[config.mk]
export PLATFORM = sky130hd
export DESIGN_NAME = pair_stream_deserializer_flat
export DESIGN_NICKNAME = d
export VERILOG_FILES = /design/src/rtl/pair_stream_deserializer_if.sv /design/src/rtl/pair_stream_deserializer.sv /design/src/flat_wrapper.sv
export SDC_FILE = /design/constraint.sdc
export NUM_CORES = 1
export LEC_CHECK = 0
export BUFFER_PORTS_ARGS = -buffer_cell sky130_fd_sc_hd__buf_2
export CELL_PAD_IN_SITES_DETAIL_PLACEMENT = 1
export CELL_PAD_IN_SITES_GLOBAL_PLACEMENT = 1
export CORE_MARGIN = 2
export CORE_UTILIZATION = 35
export CTS_CLUSTER_DIAMETER = 200
export DETAILED_ROUTE_END_ITERATION = 10
export HOLD_SLACK_MARGIN = 0.05
export PLACE_DENSITY = 0.58
export SLEW_MARGIN = 40
export SYNTH_ARGS = -nofsm -noshare
export SYNTH_HDL_FRONTEND = slang
export SYNTH_SLANG_ARGS = --single-unit
[constraint.sdc]
create_clock -name clk -period 5.4 [get_ports clk]
set_input_delay 0.81 -clock clk [delete_from_list [all_inputs] [get_ports clk]]
set_output_delay 0.81 -clock clk [all_outputs]
set_load 0.05 [all_outputs]
[src/rtl/pair_stream_deserializer_if.sv]
// Output handshake bundle for the pair stream deserializer: one lane-A/lane-B
// word pair per transfer, moved when out_valid and out_ready are both high.
interface pair_stream_deserializer_if #(
    parameter int WIDTH = 8
) ();
    logic [WIDTH-1:0] out_a;
    logic [WIDTH-1:0] out_b;
    logic             out_valid;
    logic             out_ready;

    modport master (
        output out_a,
        output out_b,
        output out_valid,
        input  out_ready
    );

    modport slave (
        input  out_a,
        input  out_b,
        input  out_valid,
        output out_ready
    );
endinterface

[src/rtl/pair_stream_deserializer.sv]
// Samples an upstream divided phase and its multiplexed serial bit as plain data,
// rebuilds WIDTH-bit lane-A/lane-B word pairs and queues them in a small FIFO.
module pair_stream_deserializer #(
    parameter int WIDTH   = 8,
    parameter int DEPTH   = 4,
    parameter int TIMEOUT = 16
) (
    input  logic                        clk,
    input  logic                        reset,
    input  logic                        en,
    input  logic                        phase_in,
    input  logic                        bit_in,
    pair_stream_deserializer_if.master  out_if,
    output logic                        overflow,
    output logic                        stall
);

    localparam int CW = $clog2(WIDTH + 1);
    localparam int IW = $clog2(TIMEOUT + 1);
    localparam int PW = $clog2(DEPTH);
    localparam int NW = PW + 1;

    typedef enum logic [1:0] {
        HUNT   = 2'd0,
        WAIT_B = 2'd1,
        WAIT_A = 2'd2
    } state_t;

    state_t state;
    state_t state_next;

    logic                 phase_prev;
    logic                 rise;
    logic                 fall;
    logic [WIDTH-1:0]     sh_a;
    logic [WIDTH-1:0]     sh_b;
    logic [CW-1:0]        bit_cnt;
    logic [CW-1:0]        bit_cnt_next;
    logic [IW-1:0]        idle_cnt;
    logic [IW-1:0]        idle_cnt_next;
    logic                 shift_a;
    logic                 shift_b;
    logic                 push;
    logic                 timeout_hit;
    logic [2*WIDTH-1:0]   pair_word;

    logic [2*WIDTH-1:0]   mem [DEPTH];
    logic [PW-1:0]        wr_ptr;
    logic [PW-1:0]        rd_ptr;
    logic [NW-1:0]        count;
    logic                 pop;
    logic                 full;
    logic                 push_ok;
    logic [2*WIDTH-1:0]   head;

    assign rise = phase_in & ~phase_prev;
    assign fall = ~phase_in & phase_prev;

    // The completing fall's bit is not yet in sh_b, so splice it in directly.
    assign pair_word = {sh_a, sh_b[WIDTH-2:0], bit_in};

    always_ff @(posedge clk) begin
        if (reset) begin
            state <= HUNT;
        end else begin
            state <= state_next;
        end
    end

    always_comb begin
        state_next    = state;
        bit_cnt_next  = bit_cnt;
        idle_cnt_next = '0;
        shift_a       = 1'b0;
        shift_b       = 1'b0;
        push          = 1'b0;
        timeout_hit   = 1'b0;
        case (state)
            HUNT: begin
                if (en && rise) begin
                    shift_a      = 1'b1;
                    bit_cnt_next = '0;
                    state_next   = WAIT_B;
                end
            end
            WAIT_B, WAIT_A: begin
                if (!en) begin
                    bit_cnt_next = '0;
                    state_next   = HUNT;
                end else if (rise || fall) begin
                    if (state == WAIT_B && fall) begin
                        shift_b    = 1'b1;
                        state_next = WAIT_A;
                        if (bit_cnt == CW'(WIDTH - 1)) begin
                            push         = 1'b1;
                            bit_cnt_next = '0;
                        end else begin
                            bit_cnt_next = bit_cnt + 1'b1;
                        end
                    end else if (state == WAIT_A && rise) begin
                        shift_a    = 1'b1;
                        state_next = WAIT_B;
                    end
                end else if (idle_cnt == IW'(TIMEOUT - 1)) begin
                    // This quiet cycle is the TIMEOUT-th one since the last edge.
                    timeout_hit  = 1'b1;
                    bit_cnt_next = '0;
                    state_next   = HUNT;
                end else begin
                    idle_cnt_next = idle_cnt + 1'b1;
                end
            end
            default: begin
                state_next = HUNT;
            end
        endcase
    end

    always_ff @(posedge clk) begin
        if (reset) begin
            phase_prev <= 1'b0;
            sh_a       <= '0;
            sh_b       <= '0;
            bit_cnt    <= '0;
            idle_cnt   <= '0;
            stall      <= 1'b0;
        end else begin
            phase_prev <= phase_in;
            if (shift_a) begin
                sh_a <= {sh_a[WIDTH-2:0], bit_in};
            end
            if (shift_b) begin
                sh_b <= {sh_b[WIDTH-2:0], bit_in};
            end
            bit_cnt  <= bit_cnt_next;
            idle_cnt <= idle_cnt_next;
            if (timeout_hit) begin
                stall <= 1'b1;
            end
        end
    end

    // A full FIFO still accepts a push when the head leaves in the same cycle.
    assign pop     = (count != '0) && out_if.out_ready;
    assign full    = (count == NW'(DEPTH));
    assign push_ok = push && (!full || pop);

    always_ff @(posedge clk) begin
        if (!reset && push_ok) begin
            mem[wr_ptr] <= pair_word;
        end
    end

    always_ff @(posedge clk) begin
        if (reset) begin
            wr_ptr   <= '0;
            rd_ptr   <= '0;
            count    <= '0;
            overflow <= 1'b0;
        end else begin
            if (push_ok) begin
                wr_ptr <= wr_ptr + 1'b1;
            end
            if (pop) begin
                rd_ptr <= rd_ptr + 1'b1;
            end
            if (push && !push_ok) begin
                overflow <= 1'b1;
            end
            case ({push_ok, pop})
                2'b10:   count <= count + 1'b1;
                2'b01:   count <= count - 1'b1;
                default: count <= count;
            endcase
        end
    end

    assign head             = mem[rd_ptr];
    assign out_if.out_valid = (count != '0);
    assign out_if.out_a     = (count != '0) ? head[2*WIDTH-1:WIDTH] : '0;
    assign out_if.out_b     = (count != '0) ? head[WIDTH-1:0] : '0;

endmodule

[src/flat_wrapper.sv]
// flat-port wrapper written by rule: the top's interface ports become plain ports
module pair_stream_deserializer_flat 
#(
    parameter int WIDTH   = 8,
    parameter int DEPTH   = 4,
    parameter int TIMEOUT = 16
)
  (clk, reset, en, phase_in, bit_in, overflow, stall, out_if_out_a, out_if_out_b, out_if_out_valid, out_if_out_ready);
  pair_stream_deserializer_if #(.WIDTH(WIDTH)) out_if_i ();
  input  logic clk;
  input  logic reset;
  input  logic en;
  input  logic phase_in;
  input  logic bit_in;
  output logic overflow;
  output logic stall;
  output wire logic [$bits(out_if_i.out_a)-1:0] out_if_out_a;
  output wire logic [$bits(out_if_i.out_b)-1:0] out_if_out_b;
  output wire logic [$bits(out_if_i.out_valid)-1:0] out_if_out_valid;
  input wire logic [$bits(out_if_i.out_ready)-1:0] out_if_out_ready;
  assign out_if_out_a = out_if_i.out_a;
  assign out_if_out_b = out_if_i.out_b;
  assign out_if_out_valid = out_if_i.out_valid;
  assign out_if_i.out_ready = out_if_out_ready;
  pair_stream_deserializer #(.WIDTH(WIDTH), .DEPTH(DEPTH), .TIMEOUT(TIMEOUT)) u_core (.clk(clk), .reset(reset), .en(en), .phase_in(phase_in), .bit_in(bit_in), .out_if(out_if_i), .overflow(overflow), .stall(stall));
endmodule
Yosys cells after proc, flatten, opt, wreduce, memory -nomap -nowiden
Memory sizes are Yosys's and may differ from the RTL's. A register that Yosys moved wholly into a read port is not among the register bits.
Index checks and enable logic that the tools add are counted.
{"block": "word_totals", "elab_cells": 95, "latchBits": 0, "output_inout_bits": 19, "register_bits": 36, "mem_bits_rw": 64, "input_bits": 6, "mem_count": 1, "mem_bits_ro": 0}
{"block": "op_classes", "magnitude_cmp": 0, "add_sub_neg": 6, "div": 0, "shifts": 0, "multipliers": 0, "bitwise_logic": 6, "n_mux": 40, "n_reduce_logical": 20, "n_eq_ne": 11}
{"memory": "u_core.mem", "depth": 4, "width": 16, "read_ports": 1, "rd_clocked_by_memory_dff": 1, "wr": 1, "line_no": "pair_stream_deserializer.sv:47", "source": "logic [2*WIDTH-1:0] mem [DEPTH];"}
{"cell": "two-way mux 4 bit", "n": 6}
{"cell": "two-way mux 1 bit", "n": 20}
{"cell": "two-way mux 2 bit", "n": 8}
{"cell": "two-way mux 8 bit", "n": 2}
{"cell": "one-hot mux 4 bit (2 select lines)", "n": 1}
{"cell": "logical AND 1 bit", "n": 7}
{"cell": "one-hot mux 3 bit (2 select lines)", "n": 1}
{"cell": "adder 5 x 1 -> 5 bit (second input constant)", "n": 1}
{"cell": "== test 5 x 4 -> 1 bit (second input constant)", "n": 1}
{"cell": "inequality test 5 bit (second input constant)", "n": 1}
{"cell": "OR reduction 5 bit", "n": 1}
{"cell": "adder 2 x 1 -> 2 bit (second input constant)", "n": 2}
{"cell": "adder 4 x 1 -> 4 bit (second input constant)", "n": 1}
{"cell": "== test 2 x 1 -> 1 bit (second input constant)", "n": 2}
{"cell": "== test 2 bit (second input constant)", "n": 2}
{"cell": "== test 4 x 3 -> 1 bit (second input constant)", "n": 1}
{"cell": "inequality test 4 x 2 -> 1 bit (second input constant)", "n": 1}
{"cell": "inequality test 4 bit (second input constant)", "n": 1}
{"cell": "NOT 1 bit", "n": 4}
{"cell": "one-hot mux 2 bit (2 select lines)", "n": 1}
{"cell": "AND reduction 4 bit", "n": 1}
{"cell": "nonzero test 2 bit", "n": 2}
{"cell": "adder 3 x 1 -> 3 bit (second input constant)", "n": 1}
{"cell": "== test 3 bit (second input constant)", "n": 1}
{"cell": "other kinds (10)", "n": 14}

Longest topological paths before layout
Gate-level depths: netlist of the first run.
{"block": "depth", "ltp_word": 11, "depth_mapped": 11, "ltp_nobuf": 11}

Worst setup path before layout of the first run
OpenSTA, ideal clock, no wires.
{"block": "synth_path", "path_kind": "input to register", "from": "input port phase_in", "to": "register u_core.count[2]", "required_ps": 5330, "setup_slack_ps": 2540, "n_path_buf": 0, "stages": 11, "t_arrival_ps": 2789, "setup_time_ps": 70, "path_cell_list": "inv_1 -> ha_1 -> nand3b_1 -> nor4_4 -> inv_1 -> ha_1 -> inv_1 -> fa_1 -> xor2_1 -> or3_1 -> a21oi_1"}
{"block": "synth_between", "elab_chain_len": 10, "word_cells_on_any_way": 14, "classes_between": "2 x eq/ne; 5 x mux; 3 x bitwise; 4 x reduce/logical"}
{"element": "start, declared", "line_no": "flat_wrapper.sv:13", "source": "input logic phase_in;"}
{"element": "NOT 1 bit", "line_no": "pair_stream_deserializer.sv:57", "source": "assign fall = ~phase_in & phase_prev;"}
{"element": "AND 1 bit", "line_no": "pair_stream_deserializer.sv:57"}
{"element": "logical AND 1 bit", "line_no": "pair_stream_deserializer.sv:91", "source": "if (state == WAIT_B && fall) begin"}
{"element": "two-way mux 1 bit", "line_no": "pair_stream_deserializer.sv:91"}
{"element": "two-way mux 1 bit (*)", "line_no": "pair_stream_deserializer.sv:90", "source": "end else if (rise || fall) begin"}
{"element": "two-way mux 1 bit (*)", "line_no": "pair_stream_deserializer.sv:87", "source": "if (!en) begin"}
{"element": "two-way mux 1 bit (*)", "line_no": "pair_stream_deserializer.sv:78", "source": "case (state)"}
{"element": "logical AND 1 bit (*)", "line_no": "pair_stream_deserializer.sv:146", "source": "assign push_ok = push && (!full || pop);"}
{"element": "== test 2 x 1 -> 1 bit or == test 2 bit (tied branches)", "line_no": "pair_stream_deserializer.sv:170", "source": "case ({push_ok, pop})"}
{"element": "one-hot mux 3 bit (2 select lines) or nonzero test 2 bit (tied branches)"}
{"element": "end signal, assigned", "line_no": "pair_stream_deserializer.sv:171", "source": "2'b10: count <= count + 1'b1;"}
{"element": "end signal, assigned", "line_no": "pair_stream_deserializer.sv:172", "source": "2'b01: count <= count - 1'b1;"}
{"element": "end signal, assigned", "line_no": "pair_stream_deserializer.sv:173", "source": "default: count <= count;"}
{"element": "end, declared", "line_no": "pair_stream_deserializer.sv:50", "source": "logic [NW-1:0] count;"}
Mark *: on every way between the ends. The rest lies on a longest branch, timed or not.
A chain may end at the register's enable or synchronous reset.

Worst setup path in the final report of the first run
Ends and elaborated chain as after synthesis.

==> results.sh, run 1 <==
export IMPL_r2r_setup_slack_ps=2690
export IMPL_arrival_ps=3180
export IMPL_hp_class="register to register"
export IMPL_setup_tns_final_ps=0
export IMPL_drive_above_1_share_pct=20.9
export IMPL_r2r_start="u_core.state[0]"
export IMPL_hold_violations=0
export IMPL_yosys_register_bits=102
export IMPL_hpwl_um=5610
export IMPL_grt_overflow_total=0
export IMPL_critPathKind="input pin to register"
export IMPL_routed_wl_um=8320
export IMPL_failed_checks="design-rule violations"
export IMPL_ff2ff_path_depth=11
export IMPL_netlist_area_um2=4170
export IMPL_wl_per_cell_um=17.4
export IMPL_cp_end_kind="register"
export IMPL_drv_slew=0
export IMPL_synthTopCellsByCount="64 x edfxtp_1, 38 x dfxtp_1, 22 x a21oi_1"
export IMPL_ir_worst_vdd_v=0.000163
export IMPL_root_buffer="clkbuf_16"
export IMPL_endpoint="u_core.count[2]"
export IMPL_synth_ff_type="edfxtp_1"
export IMPL_worstMarginPinSlew_ps=779
export IMPL_ios=25
export IMPL_clock_latency_ps=340
export IMPL_cpMaxStageDelayCell="nor4_4"
export IMPL_post_route_period_util_pct=54.0
export IMPL_run_status="finished, violations left"
export IMPL_rr_endpoint="u_core.count[2]"
export IMPL_async_flop_share_pct=0
export IMPL_first_pass_iters=7
export IMPL_grt_antenna_before_repair=0
export IMPL_path_cells="buf_2 > inv_1 > ha_1 > nand3b_1 > nor4_4 > inv_1 > ha_1 > inv_1 > fa_1 > xor2_1 > or3_1 > a21oi_1"
export IMPL_avgViaCountPerCell=5.14
export IMPL_clock_path_buffers=2
export IMPL_path_delay_family="simple AND/OR/NAND/NOR gates"
export IMPL_rows=39
export IMPL_synth_area_leaders="edfxtp_1 46%, dfxtp_1 18%, mux4_2 8.6%"
export IMPL_yosysSeqAreaShare_pct=64.3
export IMPL_grt_pass1_vias=2603
export IMPL_worstPathRequired_ps=5670
export IMPL_die_area_um2=12800
export IMPL_p_leak_nw=1.66
export IMPL_crit_top_cell="inv_1"
export IMPL_final_cell_count_no_fill=478
export IMPL_htreeDepth=3
export IMPL_relSlewSlack_pct=47.4
export IMPL_setup_violations=0
export IMPL_numCtsBuffers=9
export IMPL_die_w_um=113
export IMPL_synth_area_leader_cell="edfxtp_1"
export IMPL_path_max_fanout=7
export IMPL_postRouteAntennaNets=0
export IMPL_fin_hold_ws_ps=450
export IMPL_synth_edf_count=64
export IMPL_met2_usage_pct=24.0
export IMPL_worst_path_buf_inv=4
export IMPL_antenna_cells=0
export IMPL_cts_resized_gates=0
export IMPL_drv_cap=0
export IMPL_grt_max_degree=34
export IMPL_powerDensity_nw_per_um2=317
export IMPL_yosysMostFrequentCell="edfxtp_1"
export IMPL_area_growth_pct=13.6
export IMPL_nNetsFinal=351
export IMPL_cts_tree="done"
export IMPL_startpoint="phase_in"
export IMPL_drt_iter0_markers=84
export IMPL_place_gp_congestion=0.692
export IMPL_die_y_um=113
export IMPL_synth_top_area_share_pct=46.1
export IMPL_final_util_pct=41.2
export IMPL_start_util_pct=36.2
export IMPL_critPathMaxStageDelay_ps=480
export IMPL_synth_fp_nets=325
export IMPL_post_cts_buffers=0
export IMPL_fin_skew_ps=9.91
export IMPL_ctsHoldBuffers=0
export IMPL_num_vias=2455
export IMPL_portBuffers=24
export IMPL_place_inst=462
export IMPL_synthCells=304
export IMPL_route_detailed_drc=4
export IMPL_rsz0062_at_grt="false"
export IMPL_clock_sinks=102
export IMPL_coreArea_um2=11500
export IMPL_cts_clk_slew_worst_paths_ps=70
export IMPL_synth_warnings=0
export IMPL_worst_setup_path_start_kind="input pin"
export IMPL_avgSynthCellArea_um2=13.7
export IMPL_busiest_layer="met2"
export IMPL_grtUsageMet1_pct=18.0
export IMPL_synth_cell_types=38
export IMPL_min_period_ps=2910
export IMPL_fmax_ghz=0.343
export IMPL_grt_util_all_layers_pct=14.0
export IMPL_cp_num_cells=12
export IMPL_grt_pass1_wl_um=13800
export IMPL_met3_usage_pct=3.11
[registers in the layout, indices dropped and copies added (netlist names), named ones only]
register           flops
u_core.stall           1
u_core.state           2
u_core.count           3
u_core.bit_cnt         4
u_core.sh_a            8
u_core.overflow        1
u_core.rd_ptr          2
u_core.wr_ptr          2
u_core.sh_b            7
u_core.mem            64
u_core.phase_prev      1
u_core.idle_cnt        5
[worst register-to-register path, cell delays in order, from the launching register on]
cell and delay (ps):
dfxtp_1 390, inv_1 80, ha_1 340, nand3b_1 250, nor4_4 480, inv_1 90, ha_1 240, inv_1 70
fa_1 180, xor2_1 70, or3_1 300, a21oi_1 140
[power by group]
group | switching, W | internal, W
Combinational | 0.0000361 | 0.0000188
Clock | 0.000292 | 0.000332
Sequential | 0.00000398 | 0.000822
[cell usage in the layout (no fill, tap or decap), types with 15 or more instances in the layout]
| master | instances |
|---|---|
| o21ai_0 | 15 |
| nor2_1 | 19 |
| edfxtp_1 | 64 |
| mux4_2 | 16 |
| and2_1 | 18 |
| dfxtp_1 | 37 |
| buf_2 | 24 |
| nand2_1 | 18 |
| a21oi_1 | 22 |
[how the worst min path moves through the flow]
stage / startpoint / end / depth (start not counted)
after floorplan: u_core.idle_cnt[0] / u_core.idle_cnt[0] / 1
after global placement: u_core.idle_cnt[0] / u_core.idle_cnt[0] / 1
after detailed placement: u_core.idle_cnt[0] / u_core.idle_cnt[0] / 1
after CTS: u_core.idle_cnt[0] / u_core.idle_cnt[0] / 1
after global routing: u_core.idle_cnt[0] / u_core.idle_cnt[0] / 1
final: u_core.idle_cnt[0] / u_core.idle_cnt[0] / 1
[stage by stage]
stage | area [um^2] | total power [W] | worst slack [ps]
CTS | 4730 | 0.00153 | 2450
finish | 4740 | 0.00150 | 2490
detailed placement | 4440 | 0.000899 | 2080
global route | 4740 | 0.00156 | 2320
floorplan | 4170 | 0.000882 | 2540
global placement | 4430 | 0.000899 | 2160
[kinds of logic (layout without fill, tap and decap cells)]
logic type	count (synthesis)	in the layout	synth area share, %
buffers and inverters	26	57	2.58
DFF	102	102	64.3
AOI/OAI and AO/OA	47	47	6.36
xor gates and xnor gates	7	7	1.47
muxes	18	18	9.12
and+or+nand+nor	89	89	11.5
adders and majority gates	15	15	4.68
[metal layers]
| layer | vias up | wire length, um |
|---|---|---|
| met4 | 0 | 96 |
| met5 | - | 0 |
| met3 | 7 | 203 |
| met1 | 1247 | 3840 |
| li1 | 1170 | - |
| met2 | 31 | 4180 |
[area by class of cell]
class,count,area [um^2]
fillers,1183,6780
flip-flops and latches,102,2680
multi-input cells,176,1390
clock buffers,10,239
well taps,143,179
repair buffers,26,143
inverters,15,56.3
clock inverters,6,51.3
Power figures use the tool's default switching activity.
==> run 2: changes to the inputs <==
--- a/config.mk
+++ b/config.mk
@@ -13,7 +13,7 @@
 export CTS_CLUSTER_DIAMETER = 200
 export DETAILED_ROUTE_END_ITERATION = 10
 export HOLD_SLACK_MARGIN = 0.05
-export PLACE_DENSITY = 0.58
+export PLACE_DENSITY = 0.61
 export SLEW_MARGIN = 40
 export SYNTH_ARGS = -nofsm -noshare
 export SYNTH_HDL_FRONTEND = slang
==> constraint.sdc (replaced) <==
create_clock -name clk -period 2.5 [get_ports clk]
set_input_delay 0.375 -clock clk [delete_from_list [all_inputs] [get_ports clk]]
set_output_delay 0.375 -clock clk [all_outputs]
set_load 0.05 [all_outputs]
==> results.sh, run 2 (synthesized netlist as in run 1, its figures left out) <==
export IMPL_hpwl_um=5470
export IMPL_clock_latency_ps=340
export IMPL_avgViaCountPerCell=5.06
export IMPL_cp_num_cells=10
export IMPL_coreArea_um2=11500
export IMPL_rows=39
export IMPL_critPathMaxStageDelay_ps=380
export IMPL_routed_wl_um=8230
export IMPL_clock_path_buffers=2
export IMPL_drv_slew=0
export IMPL_num_vias=2484
export IMPL_fmax_ghz=0.432
export IMPL_grt_util_all_layers_pct=14.0
export IMPL_root_buffer="clkbuf_16"
export IMPL_ir_worst_vdd_v=0.000278
export IMPL_final_common_cell="edfxtp_1"
export IMPL_cp_end_kind="register"
export IMPL_ctsHoldBuffers=0
export IMPL_grt_pass1_wl_um=13700
export IMPL_drt_iter0_markers=123
export IMPL_final_util_pct=42.5
export IMPL_rsz0062_at_grt="false"
export IMPL_failed_checks="design-rule violations"
export IMPL_ff2ff_path_depth=10
export IMPL_hp_class="input pin to register"
export IMPL_setup_tns_final_ps=0
export IMPL_nNetsFinal=364
export IMPL_die_y_um=113
export IMPL_swShare_pct=22.2
export IMPL_grt_antenna_before_repair=0
export IMPL_r2r_start="u_core.count[0]"
export IMPL_startpoint="u_core.count[0]"
export IMPL_critPathKind="register to register"
export IMPL_post_route_period_util_pct=92.6
export IMPL_internal_power_w=0.00256
export IMPL_clock_power_share_pct=41.6
export IMPL_worstPathRequired_ps=2780
export IMPL_cts_tree="done"
export IMPL_first_pass_iters=7
export IMPL_min_period_ps=2320
export IMPL_cts_clk_slew_worst_paths_ps=70
export IMPL_portBuffers=24
export IMPL_worst_setup_path_start_kind="register"
export IMPL_p_sw_w=0.000731
export IMPL_layout_common_cells="64 x edfxtp_1, 37 x dfxtp_1, 24 x buf_2"
export IMPL_numCtsBuffers=9
export IMPL_die_area_um2=12800
export IMPL_power_frac_comb_pct=4.1
export IMPL_path_delay_family="simple AND/OR/NAND/NOR gates"
export IMPL_place_gp_congestion=0.718
export IMPL_hold_path_startpoint="phase_in"
export IMPL_hold_depth=3
export IMPL_fin_skew_ps=10.3
export IMPL_route_detailed_drc=3
export IMPL_path_max_fanout=4
export IMPL_postRouteAntennaNets=0
export IMPL_worstMarginPinSlew_ps=660
export IMPL_grt_pass1_vias=2625
export IMPL_p_seq_share_pct=54.2
export IMPL_top_register="u_core.mem"
export IMPL_worst_path_buf_inv=3
export IMPL_post_cts_buffers=0
export IMPL_htreeDepth=3
export IMPL_start_util_pct=36.2
export IMPL_hold_violations=0
export IMPL_p_leak_nw=1.73
export IMPL_die_w_um=113
export IMPL_antenna_cells=0
export IMPL_path_cells="nor4b_1 > buf_4 > nor4_4 > inv_1 > ha_1 > inv_1 > fa_1 > xor2_1 > or3_1 > a21oi_1"
export IMPL_cpMaxStageDelayCell="nor4b_1"
export IMPL_drv_cap=0
export IMPL_area_growth_pct=17.4
export IMPL_crit_top_cell="inv_1"
export IMPL_run_status="finished, violations left"
export IMPL_largest_reg_flops=64
export IMPL_powerDensity_nw_per_um2=672
export IMPL_ios=25
export IMPL_wl_per_cell_um=16.8
export IMPL_grt_overflow_total=0
export IMPL_reg_top3="u_core.mem x64, u_core.sh_a x8, u_core.sh_b x7"
export IMPL_clock_sinks=102
export IMPL_cts_resized_gates=0
export IMPL_setup_violations=0
export IMPL_arrival_ps=2590
export IMPL_relSlewSlack_pct=55.8
export IMPL_grt_max_degree=33
export IMPL_drive_above_1_share_pct=23.0
[run 2: changes by cell type in the layout (fill, tap and decap cells not counted), sizes merged]
cell | previous run | this run
buf | 26 | 39
clkinvlp | 3 | 0
clkinv | 1 | 3
inv | 17 | 18
[run 2: worst reg2reg max path: cells and delay by family (launching register included)]
family	cells	cell delay, ps
buffers and inverters	3	320
AND/OR/NAND/NOR	3	740
adder cells (fa/ha/maj)	2	550
flip-flops	1	340
XOR/XNOR	1	160
AO/OA/AOI/OAI	1	140
[run 2: final cells by class]
type / instances / area (um^2)
repair buffers: 39 / 283
flip-flops and latches: 102 / 2680
well taps: 143 / 179
multi-input cells: 176 / 1390
clock inverters: 6 / 62.6
inverters: 15 / 56.3
fillers: 1200 / 6620
clock buffers: 10 / 239
[run 2: path summary, 6_finish.rpt]
check,to,slack (ps)
worst min register to register,u_core.idle_cnt[0],460
worst min-delay path,u_core.phase_prev,280
worst max-delay path,u_core.count[2],180
worst max register to register,u_core.count[2],180
[run 2: per-stage QoR]
stage	power [W]	hold WS, ps	worst slack, ps	area, um^2	instances
floorplan	0.00190	418	75.3	4170	304
global placement	0.00195	431	137	4580	475
detailed placement	0.00195	444	36.5	4580	475
CTS	0.00333	277	47.5	4880	491
global route	0.00344	311	47.6	4900	491
finish	0.00329	280	185	4900	491
[run 2: layer usage]
layer / up-vias / wire, um / GRT usage [%]
li1: 1198 / - / -
met1: 1240 / 3900 / 18.0
met2: 39 / 4020 / 23.6
met3: 7 / 214 / 3.37
met4: 0 / 93 / 4.15
met5: - / 0 / 0
[run 2: power by group through the flow]
stage | combinational, W | sequential [W] | clock, W
after floorplan | 0.0000850 | 0.00182 | 0
after global placement | 0.000125 | 0.00182 | 0
after detailed placement | 0.000126 | 0.00182 | 0
after CTS | 0.000126 | 0.00178 | 0.00142
after global routing | 0.000155 | 0.00179 | 0.00149
final | 0.000136 | 0.00179 | 0.00137
